<file path="config.mk">
export PLATFORM = sky130hd
export DESIGN_NAME = apb_bridge_arbiter_flat
export DESIGN_NICKNAME = d
export VERILOG_FILES = /design/src/rtl/apb_bridge_arbiter_if.sv /design/src/rtl/apb_bridge_arbiter.sv /design/src/flat_wrapper.sv
export SDC_FILE = /design/constraint.sdc
export NUM_CORES = 1
export LEC_CHECK = 0
export ABC_AREA = 1
export BUFFER_PORTS_ARGS = -buffer_cell sky130_fd_sc_hd__buf_4
export CAP_MARGIN = 20
export CORE_AREA = 8 8 165 167
export DETAILED_ROUTE_END_ITERATION = 10
export DIE_AREA = 0 0 173 175
export PLACE_DENSITY = 0.7
export SLEW_MARGIN = 0
export SYNTH_ARGS = -nofsm -noshare
export SYNTH_HDL_FRONTEND = slang
export SYNTH_SLANG_ARGS = --single-unit
</file>
<file path="constraint.sdc">
create_clock -name hclk -period 2.1 [get_ports hclk]
set_clock_uncertainty 0.15 [all_clocks]
set_input_delay 0.525 -clock hclk [delete_from_list [all_inputs] [get_ports hclk]]
set_output_delay 0.525 -clock hclk [all_outputs]
set_load 0.05 [all_outputs]
</file>
<file path="src/rtl/apb_bridge_arbiter_if.sv">
// Bundle shared by the requesters, the arbiter and the AHB-to-APB bridge port.
// master = arbiter view; slave = requester/bridge environment view.
interface apb_bridge_arbiter_if #(
  parameter int NREQ        = 4,
  parameter int HADDR_WIDTH = 32,
  parameter int DATA_WIDTH  = 32
);
  logic [NREQ-1:0]                        req;
  logic [NREQ-1:0][HADDR_WIDTH-1:0]       req_addr;
  logic [NREQ-1:0]                        req_write;
  logic [NREQ-1:0][DATA_WIDTH-1:0]        req_wdata;
  logic [NREQ-1:0][DATA_WIDTH/8-1:0]      req_wstrb;
  logic [NREQ-1:0]                        gnt;
  logic [NREQ-1:0]                        ack;
  logic                                   rsp_err;
  logic [DATA_WIDTH-1:0]                  rsp_rdata;
  logic                                   m_hsel;
  logic [1:0]                             m_htrans;
  logic [HADDR_WIDTH-1:0]                 m_haddr;
  logic                                   m_hwrite;
  logic [DATA_WIDTH-1:0]                  m_hwdata;
  logic [DATA_WIDTH/8-1:0]                m_hwstrb;
  logic [2:0]                             m_hsize;
  logic [2:0]                             m_hburst;
  logic                                   m_hready_i;
  logic                                   m_hresp_i;
  logic [DATA_WIDTH-1:0]                  m_hrdata_i;

  modport master (
    input  req, req_addr, req_write, req_wdata, req_wstrb,
    output gnt, ack, rsp_err, rsp_rdata,
    output m_hsel, m_htrans, m_haddr, m_hwrite, m_hwdata, m_hwstrb, m_hsize, m_hburst,
    input  m_hready_i, m_hresp_i, m_hrdata_i
  );

  modport slave (
    output req, req_addr, req_write, req_wdata, req_wstrb,
    input  gnt, ack, rsp_err, rsp_rdata,
    input  m_hsel, m_htrans, m_haddr, m_hwrite, m_hwdata, m_hwstrb, m_hsize, m_hburst,
    output m_hready_i, m_hresp_i, m_hrdata_i
  );
endinterface

</file>
<file path="src/rtl/apb_bridge_arbiter.sv">
// Round-robin sequencer sharing one AHB-lite bridge port among NREQ requesters,
// with a post-transfer idle gap and a watchdog on stalled transfers.
module apb_bridge_arbiter #(
  parameter int NREQ        = 4,
  parameter int HADDR_WIDTH = 32,
  parameter int DATA_WIDTH  = 32,
  parameter int GAP_CYCLES  = 2,
  parameter int TIMEOUT     = 256
) (
  input  logic                  hclk,
  input  logic                  hresetn,
  apb_bridge_arbiter_if.master  bus
);
  localparam int IW = (NREQ > 1) ? $clog2(NREQ) : 1;
  localparam int SW = DATA_WIDTH / 8;
  localparam logic [IW-1:0] LAST_IDX = IW'(NREQ - 1);
  localparam int TO_LAST_I  = (TIMEOUT > 0) ? TIMEOUT - 1 : 0;
  localparam int GAP_LAST_I = (GAP_CYCLES > 0) ? GAP_CYCLES - 1 : 0;
  localparam logic [15:0] TO_LAST  = TO_LAST_I[15:0];
  localparam logic [15:0] GAP_LAST = GAP_LAST_I[15:0];

  typedef enum logic [1:0] {IDLE, XFER, RESP, GAP} state_t;

  state_t                  state_q, state_d;
  logic [IW-1:0]           idx_q, idx_d, ptr_q, ptr_d, pick;
  logic [IW:0]             sum;
  logic                    found, timeout_hit;
  logic [15:0]             wdog_q, wdog_d, gap_q, gap_d;
  logic [HADDR_WIDTH-1:0]  haddr_q, haddr_d;
  logic                    hwrite_q, hwrite_d;
  logic [DATA_WIDTH-1:0]   hwdata_q, hwdata_d;
  logic [SW-1:0]           hwstrb_q, hwstrb_d;
  logic                    rsp_err_q, rsp_err_d;
  logic [DATA_WIDTH-1:0]   rsp_rdata_q, rsp_rdata_d;
  logic [NREQ-1:0]         gnt_q, ack_q, sel_d;
  logic                    hsel_q;
  logic [1:0]              htrans_q;

  // First set request at or above the pointer, wrapping modulo NREQ.
  always_comb begin
    found = 1'b0;
    pick  = ptr_q;
    sum   = '0;
    for (int k = 0; k < NREQ; k++) begin
      sum = {1'b0, ptr_q} + (IW+1)'(k);
      if (sum >= (IW+1)'(NREQ)) sum = sum - (IW+1)'(NREQ);
      if (!found && bus.req[sum[IW-1:0]]) begin
        found = 1'b1;
        pick  = sum[IW-1:0];
      end
    end
  end

  assign timeout_hit = (TIMEOUT != 0) && (wdog_q == TO_LAST);

  always_comb begin
    state_d     = state_q;
    idx_d       = idx_q;
    ptr_d       = ptr_q;
    wdog_d      = wdog_q;
    gap_d       = gap_q;
    haddr_d     = haddr_q;
    hwrite_d    = hwrite_q;
    hwdata_d    = hwdata_q;
    hwstrb_d    = hwstrb_q;
    rsp_err_d   = rsp_err_q;
    rsp_rdata_d = rsp_rdata_q;
    case (state_q)
      IDLE: if (found) begin
        state_d  = XFER;
        idx_d    = pick;
        haddr_d  = bus.req_addr[pick];
        hwrite_d = bus.req_write[pick];
        hwdata_d = bus.req_wdata[pick];
        hwstrb_d = bus.req_wstrb[pick];
        wdog_d   = '0;
      end
      XFER: begin
        wdog_d = wdog_q + 16'd1;
        // Bridge completion takes priority over a coincident watchdog expiry.
        if (bus.m_hready_i) begin
          state_d     = RESP;
          rsp_err_d   = bus.m_hresp_i;
          rsp_rdata_d = hwrite_q ? '0 : bus.m_hrdata_i;
        end else if (timeout_hit) begin
          state_d     = RESP;
          rsp_err_d   = 1'b1;
          rsp_rdata_d = '0;
        end
      end
      RESP: begin
        ptr_d   = (idx_q == LAST_IDX) ? '0 : idx_q + IW'(1);
        gap_d   = '0;
        state_d = (GAP_CYCLES == 0) ? IDLE : GAP;
      end
      GAP: begin
        if (gap_q == GAP_LAST) state_d = IDLE;
        else                   gap_d   = gap_q + 16'd1;
      end
      default: state_d = IDLE;
    endcase
  end

  assign sel_d = {{(NREQ-1){1'b0}}, 1'b1} << idx_d;

  // Bus-facing outputs are registered from the next state so they change on the edge.
  always_ff @(posedge hclk or negedge hresetn) begin
    if (!hresetn) begin
      state_q     <= IDLE;
      idx_q       <= '0;
      ptr_q       <= '0;
      wdog_q      <= '0;
      gap_q       <= '0;
      haddr_q     <= '0;
      hwrite_q    <= 1'b0;
      hwdata_q    <= '0;
      hwstrb_q    <= '0;
      rsp_err_q   <= 1'b0;
      rsp_rdata_q <= '0;
      gnt_q       <= '0;
      ack_q       <= '0;
      hsel_q      <= 1'b0;
      htrans_q    <= 2'b00;
    end else begin
      state_q     <= state_d;
      idx_q       <= idx_d;
      ptr_q       <= ptr_d;
      wdog_q      <= wdog_d;
      gap_q       <= gap_d;
      haddr_q     <= haddr_d;
      hwrite_q    <= hwrite_d;
      hwdata_q    <= hwdata_d;
      hwstrb_q    <= hwstrb_d;
      rsp_err_q   <= rsp_err_d;
      rsp_rdata_q <= rsp_rdata_d;
      gnt_q       <= (state_d == XFER || state_d == RESP) ? sel_d : '0;
      ack_q       <= (state_d == RESP) ? sel_d : '0;
      hsel_q      <= (state_d == XFER);
      htrans_q    <= (state_d == XFER) ? 2'b10 : 2'b00;
    end
  end

  assign bus.gnt       = gnt_q;
  assign bus.ack       = ack_q;
  assign bus.rsp_err   = rsp_err_q;
  assign bus.rsp_rdata = rsp_rdata_q;
  assign bus.m_hsel    = hsel_q;
  assign bus.m_htrans  = htrans_q;
  assign bus.m_haddr   = haddr_q;
  assign bus.m_hwrite  = hwrite_q;
  assign bus.m_hwdata  = hwdata_q;
  assign bus.m_hwstrb  = hwstrb_q;
  assign bus.m_hsize   = 3'($clog2(SW));
  assign bus.m_hburst  = 3'b000;
endmodule

</file>
<file path="src/flat_wrapper.sv">
// flat-port wrapper written by rule: the top's interface ports become plain ports
module apb_bridge_arbiter_flat 
#(
  parameter int NREQ        = 4,
  parameter int HADDR_WIDTH = 32,
  parameter int DATA_WIDTH  = 32,
  parameter int GAP_CYCLES  = 2,
  parameter int TIMEOUT     = 256
)
  (hclk, hresetn, bus_req, bus_req_addr, bus_req_write, bus_req_wdata, bus_req_wstrb, bus_gnt, bus_ack, bus_rsp_err, bus_rsp_rdata, bus_m_hsel, bus_m_htrans, bus_m_haddr, bus_m_hwrite, bus_m_hwdata, bus_m_hwstrb, bus_m_hsize, bus_m_hburst, bus_m_hready_i, bus_m_hresp_i, bus_m_hrdata_i);
  apb_bridge_arbiter_if #(.NREQ(NREQ), .HADDR_WIDTH(HADDR_WIDTH), .DATA_WIDTH(DATA_WIDTH)) bus_i ();
  input  logic hclk;
  input  logic hresetn;
  input wire logic [$bits(bus_i.req)-1:0] bus_req;
  input wire logic [$bits(bus_i.req_addr)-1:0] bus_req_addr;
  input wire logic [$bits(bus_i.req_write)-1:0] bus_req_write;
  input wire logic [$bits(bus_i.req_wdata)-1:0] bus_req_wdata;
  input wire logic [$bits(bus_i.req_wstrb)-1:0] bus_req_wstrb;
  output wire logic [$bits(bus_i.gnt)-1:0] bus_gnt;
  output wire logic [$bits(bus_i.ack)-1:0] bus_ack;
  output wire logic [$bits(bus_i.rsp_err)-1:0] bus_rsp_err;
  output wire logic [$bits(bus_i.rsp_rdata)-1:0] bus_rsp_rdata;
  output wire logic [$bits(bus_i.m_hsel)-1:0] bus_m_hsel;
  output wire logic [$bits(bus_i.m_htrans)-1:0] bus_m_htrans;
  output wire logic [$bits(bus_i.m_haddr)-1:0] bus_m_haddr;
  output wire logic [$bits(bus_i.m_hwrite)-1:0] bus_m_hwrite;
  output wire logic [$bits(bus_i.m_hwdata)-1:0] bus_m_hwdata;
  output wire logic [$bits(bus_i.m_hwstrb)-1:0] bus_m_hwstrb;
  output wire logic [$bits(bus_i.m_hsize)-1:0] bus_m_hsize;
  output wire logic [$bits(bus_i.m_hburst)-1:0] bus_m_hburst;
  input wire logic [$bits(bus_i.m_hready_i)-1:0] bus_m_hready_i;
  input wire logic [$bits(bus_i.m_hresp_i)-1:0] bus_m_hresp_i;
  input wire logic [$bits(bus_i.m_hrdata_i)-1:0] bus_m_hrdata_i;
  assign bus_i.req = bus_req;
  assign bus_i.req_addr = bus_req_addr;
  assign bus_i.req_write = bus_req_write;
  assign bus_i.req_wdata = bus_req_wdata;
  assign bus_i.req_wstrb = bus_req_wstrb;
  assign bus_gnt = bus_i.gnt;
  assign bus_ack = bus_i.ack;
  assign bus_rsp_err = bus_i.rsp_err;
  assign bus_rsp_rdata = bus_i.rsp_rdata;
  assign bus_m_hsel = bus_i.m_hsel;
  assign bus_m_htrans = bus_i.m_htrans;
  assign bus_m_haddr = bus_i.m_haddr;
  assign bus_m_hwrite = bus_i.m_hwrite;
  assign bus_m_hwdata = bus_i.m_hwdata;
  assign bus_m_hwstrb = bus_i.m_hwstrb;
  assign bus_m_hsize = bus_i.m_hsize;
  assign bus_m_hburst = bus_i.m_hburst;
  assign bus_i.m_hready_i = bus_m_hready_i;
  assign bus_i.m_hresp_i = bus_m_hresp_i;
  assign bus_i.m_hrdata_i = bus_m_hrdata_i;
  apb_bridge_arbiter #(.NREQ(NREQ), .HADDR_WIDTH(HADDR_WIDTH), .DATA_WIDTH(DATA_WIDTH), .GAP_CYCLES(GAP_CYCLES), .TIMEOUT(TIMEOUT)) u_core (.hclk(hclk), .hresetn(hresetn), .bus(bus_i));
endmodule
</file>
==> results.py <==
metrics = {
    "timing": {
        "fin_crit_sh": 1.13,
        "slew_violations": 0,
        "hold_slack_ns": 0.164,
        "finalCriticalPeriod_ns": 2.37,
        "fmax_mhz": 423,
        "grt_setup_unrepaired": "yes",
        "setup_viol": 97,
        "worst_slack_ns": -0.267,
        "hold_viol": 0,
    },
    "global_routing": {
        "grt_pass1_vias": 11100,
        "antenna_found_initial": 6,
        "grt_max_degree": 56,
        "grt_overflow": 0,
        "grt_use_total": 0.243,
        "grt_pass1_wl_microns": 59300,
    },
    "place": {
        "io_buffers": 427,
        "place_congestion": 0.926,
        "dp_hpwl_microns": 29000,
    },
    "worst_hold_path": {
        "worstHoldPathCells": 3,
        "holdCritStartpoint": "bus_m_hrdata_i[14]",
        "hp-class": "in -> reg",
        "holdPathEnd": "u_core.bus.rsp_rdata[14]",
    },
    "logic_synthesis": {
        "synthXorXnorAreaFrac": 0.00664,
        "synth_area_per_cell_sq_um": 6.61,
        "synth_top_family_by_area": "simple AND/OR/NAND/NOR gates",
        "synth-compound-area-share": 0.0485,
        "synth.mux.area_fraction": 0,
        "async_flop_share": 1.00,
        "netlist_area_sq_mm": 0.00923,
        "synth_edf_count": 0,
        "synthAdderAreaFrac": 0.00813,
        "yosysWarnings": 0,
        "yosys.area_share.simple": 0.455,
        "ys_seq_elements": 149,
        "synth_cell_types": 37,
        "synth_ff_type": "dfrtp_1",
        "synth_cells": 1396,
        "yosysSeqAreaShare": 0.404,
    },
    "setup_path": {
        "cp_max_fo": 16,
        "end_kind": "flop",
        "rr_startpoint": "u_core.ptr_q[0]",
        "r2r_end": "u_core.bus.m_haddr[18]",
        "r2r_setup_slack_ns": -0.27,
        "worstSetupStartpointType": "flop",
        "crit_arrival_ns": 2.53,
        "crit_type": "reg -> reg",
        "worstPathRequired_ns": 2.26,
        "r2r_cells": 16,
    },
    "cells_and_area": {
        "layout_commonest_cell": "nand2_1",
        "layout_common_cells": "nand2_1 (657), buf_4 (482), nand3_1 (201)",
        "final_layout_size_suffix_gt1_frac": 0.372,
        "fin_util": 0.619,
        "areaGrowthSynthToFinish_pct": 65.5,
        "fillers": 2216,
        "num-nets-final": 2199,
    },
    "drt": {
        "routedWlPerCell_microns": 18.6,
        "ant_nets": 0,
        "drc": 0,
        "drt_iter0_drc": 951,
        "finalWirelength_microns": 41500,
        "vias": 11500,
        "firstDrtPassIters": 8,
        "via_per_inst": 5.15,
    },
    "die": {
        "fp-row-count": 58,
        "core-area_sq_mm": 0.0247,
        "die_w_microns": 173,
        "die_h_microns": 175,
        "start_util": 0.374,
        "die_area_sq_mm": 0.0303,
        "top_level_ports": 435,
    },
    "cts": {
        "numCtsBuffers": 17,
        "cts_htree_levels": 4,
        "cts_root_buffer": "clkbuf_16",
        "cts_buffer_depth": 2,
        "clk_pin_slew_ns": 0.08,
        "clock_latency_ns": 0.43,
        "cts.sinks": 149,
        "cts_tree": "yes",
    },
    "status": {
        "violations": "setup timing",
        "status": "finished, violations left",
    },
    "run": {
        "maxCapViolations": 0,
    },
    "power": {
        "p_per_area_mw_per_mm2": 1890,
        "p_leak_nw": 8.38,
        "ir_worst_vdd_mv": 1.04,
    },
}
## per-stage QoR
stage | TNS (ns) | power (mW) | instances | instance area, sq um | setup slack, ns
2_1_floorplan | 0 | 15.9 | 1401 | 9300 | 0.00329
3_3_place_gp | -16.71 | 21.3 | 2141 | 13200 | -0.242
3_5_place_dp | -17.82 | 21.5 | 2141 | 13200 | -0.268
4_1_cts | -8.74 | 26.0 | 2193 | 14400 | -0.152
5_1_grt | -31.26 | 30.7 | 2225 | 15300 | -0.352
6_report | -19.74 | 28.9 | 2225 | 15300 | -0.267
## worst max path at each step
stage / to / slack (ns) / startpoint
finish: u_core.bus.m_haddr[18] / -0.27 / u_core.ptr_q[0]
global route: u_core.bus.m_hwstrb[3] / -0.35 / u_core.ptr_q[0]
detailed placement: u_core.bus.m_hwdata[24] / -0.27 / bus_req[3]
CTS: u_core.bus.m_haddr[15] / -0.15 / u_core.ptr_q[0]
floorplan: u_core.bus.gnt[1] / 0.003 / u_core.ptr_q[0]
global placement: u_core.bus.m_hwstrb[0] / -0.24 / u_core.ptr_q[0]
## what timing repair did
action	CTS	global route
hold buffers	1	0
endpoints found under the hold margin	44	0
setup endpoints to repair	127	133
pin swaps	17	16
setup buffers	14	6
resized for setup	67	104
gates cloned	5	22
## cell usage after synthesis, drive strengths merged (2+ instances only)
master	number	area [sq um]
buf	73	452
conb	2	7.51
o32ai	2	17.5
ha	6	75.1
nand3	232	1160
nor3b	2	15.0
xor2	6	52.6
clkbuf	20	75.1
nor2	39	164
inv	47	181
o22ai	8	50.1
nand2	715	2710
a21oi	13	65.1
o21ai	52	275
dfrtp	149	3730
nor3	11	60.1
nor4	4	25.0
nand4	8	62.6
## layer usage
layer	share of wire	global-route usage
met1	0.39	0.277
met5	0.00031	0
met3	0.074	0.0630
met4	0.037	0.111
met2	0.50	0.421
## flip-flops by register name (all words and copies together) (netlist names), 4 cells and up
signal and cells:
u_core.bus.gnt 4, u_core.wdog_q 16, u_core.bus.m_hwdata 32, u_core.bus.m_hwstrb 4
u_core.bus.rsp_rdata 32, u_core.gap_q 16, u_core.bus.m_haddr 32, u_core.bus.ack 4
## logic make-up (layout without fill, tap and decap cells)
kind of cell / after synthesis / after routing
buffers and inverters: 140 / 627
flip-flops: 149 / 149
adder cells (fa/ha/maj): 6 / 6
other: 2 / 12
AO/OA/AOI/OAI: 80 / 80
XOR/XNOR: 7 / 7
AND/OR/NAND/NOR: 1012 / 1014
## power breakdown
group | leakage (nW) | internal (mW) | switching (mW) | total (mW)
clock | 0.288 | 1.61 | 1.47 | 3.09
combinational | 6.16 | 8.06 | 13.2 | 21.2
sequential | 1.94 | 3.91 | 0.655 | 4.57
## worst max-delay path, stage by stage, from the launching register on
cell	delay [ns]
dfrtp_2	0.50
buf_6	0.17
nand2_4	0.07
nand2_4	0.06
nand2_4	0.07
nand2_4	0.08
nor2_4	0.15
buf_6	0.12
nand2_2	0.06
o21ai_4	0.14
buf_6	0.18
inv_8	0.06
nand2_8	0.09
inv_8	0.05
buf_12	0.14
nand2_1	0.08
nand3_1	0.07
## final cells by class
| type | instances | area [sq um] | share of cell area |
|---|---|---|---|
| Tap cell | 330 | 413 | 0.0270 |
| Clock buffer | 17 | 425 | 0.0278 |
| Timing Repair Buffer | 548 | 4910 | 0.322 |
| Clock inverter | 15 | 176 | 0.0115 |
| Sequential cell | 149 | 3730 | 0.244 |
| Antenna cell | 5 | 12.5 | 0.000819 |
| Inverter | 47 | 204 | 0.0134 |
| Multi-Input combinational cell | 1114 | 5400 | 0.354 |
Power figures use the tool's default switching activity.
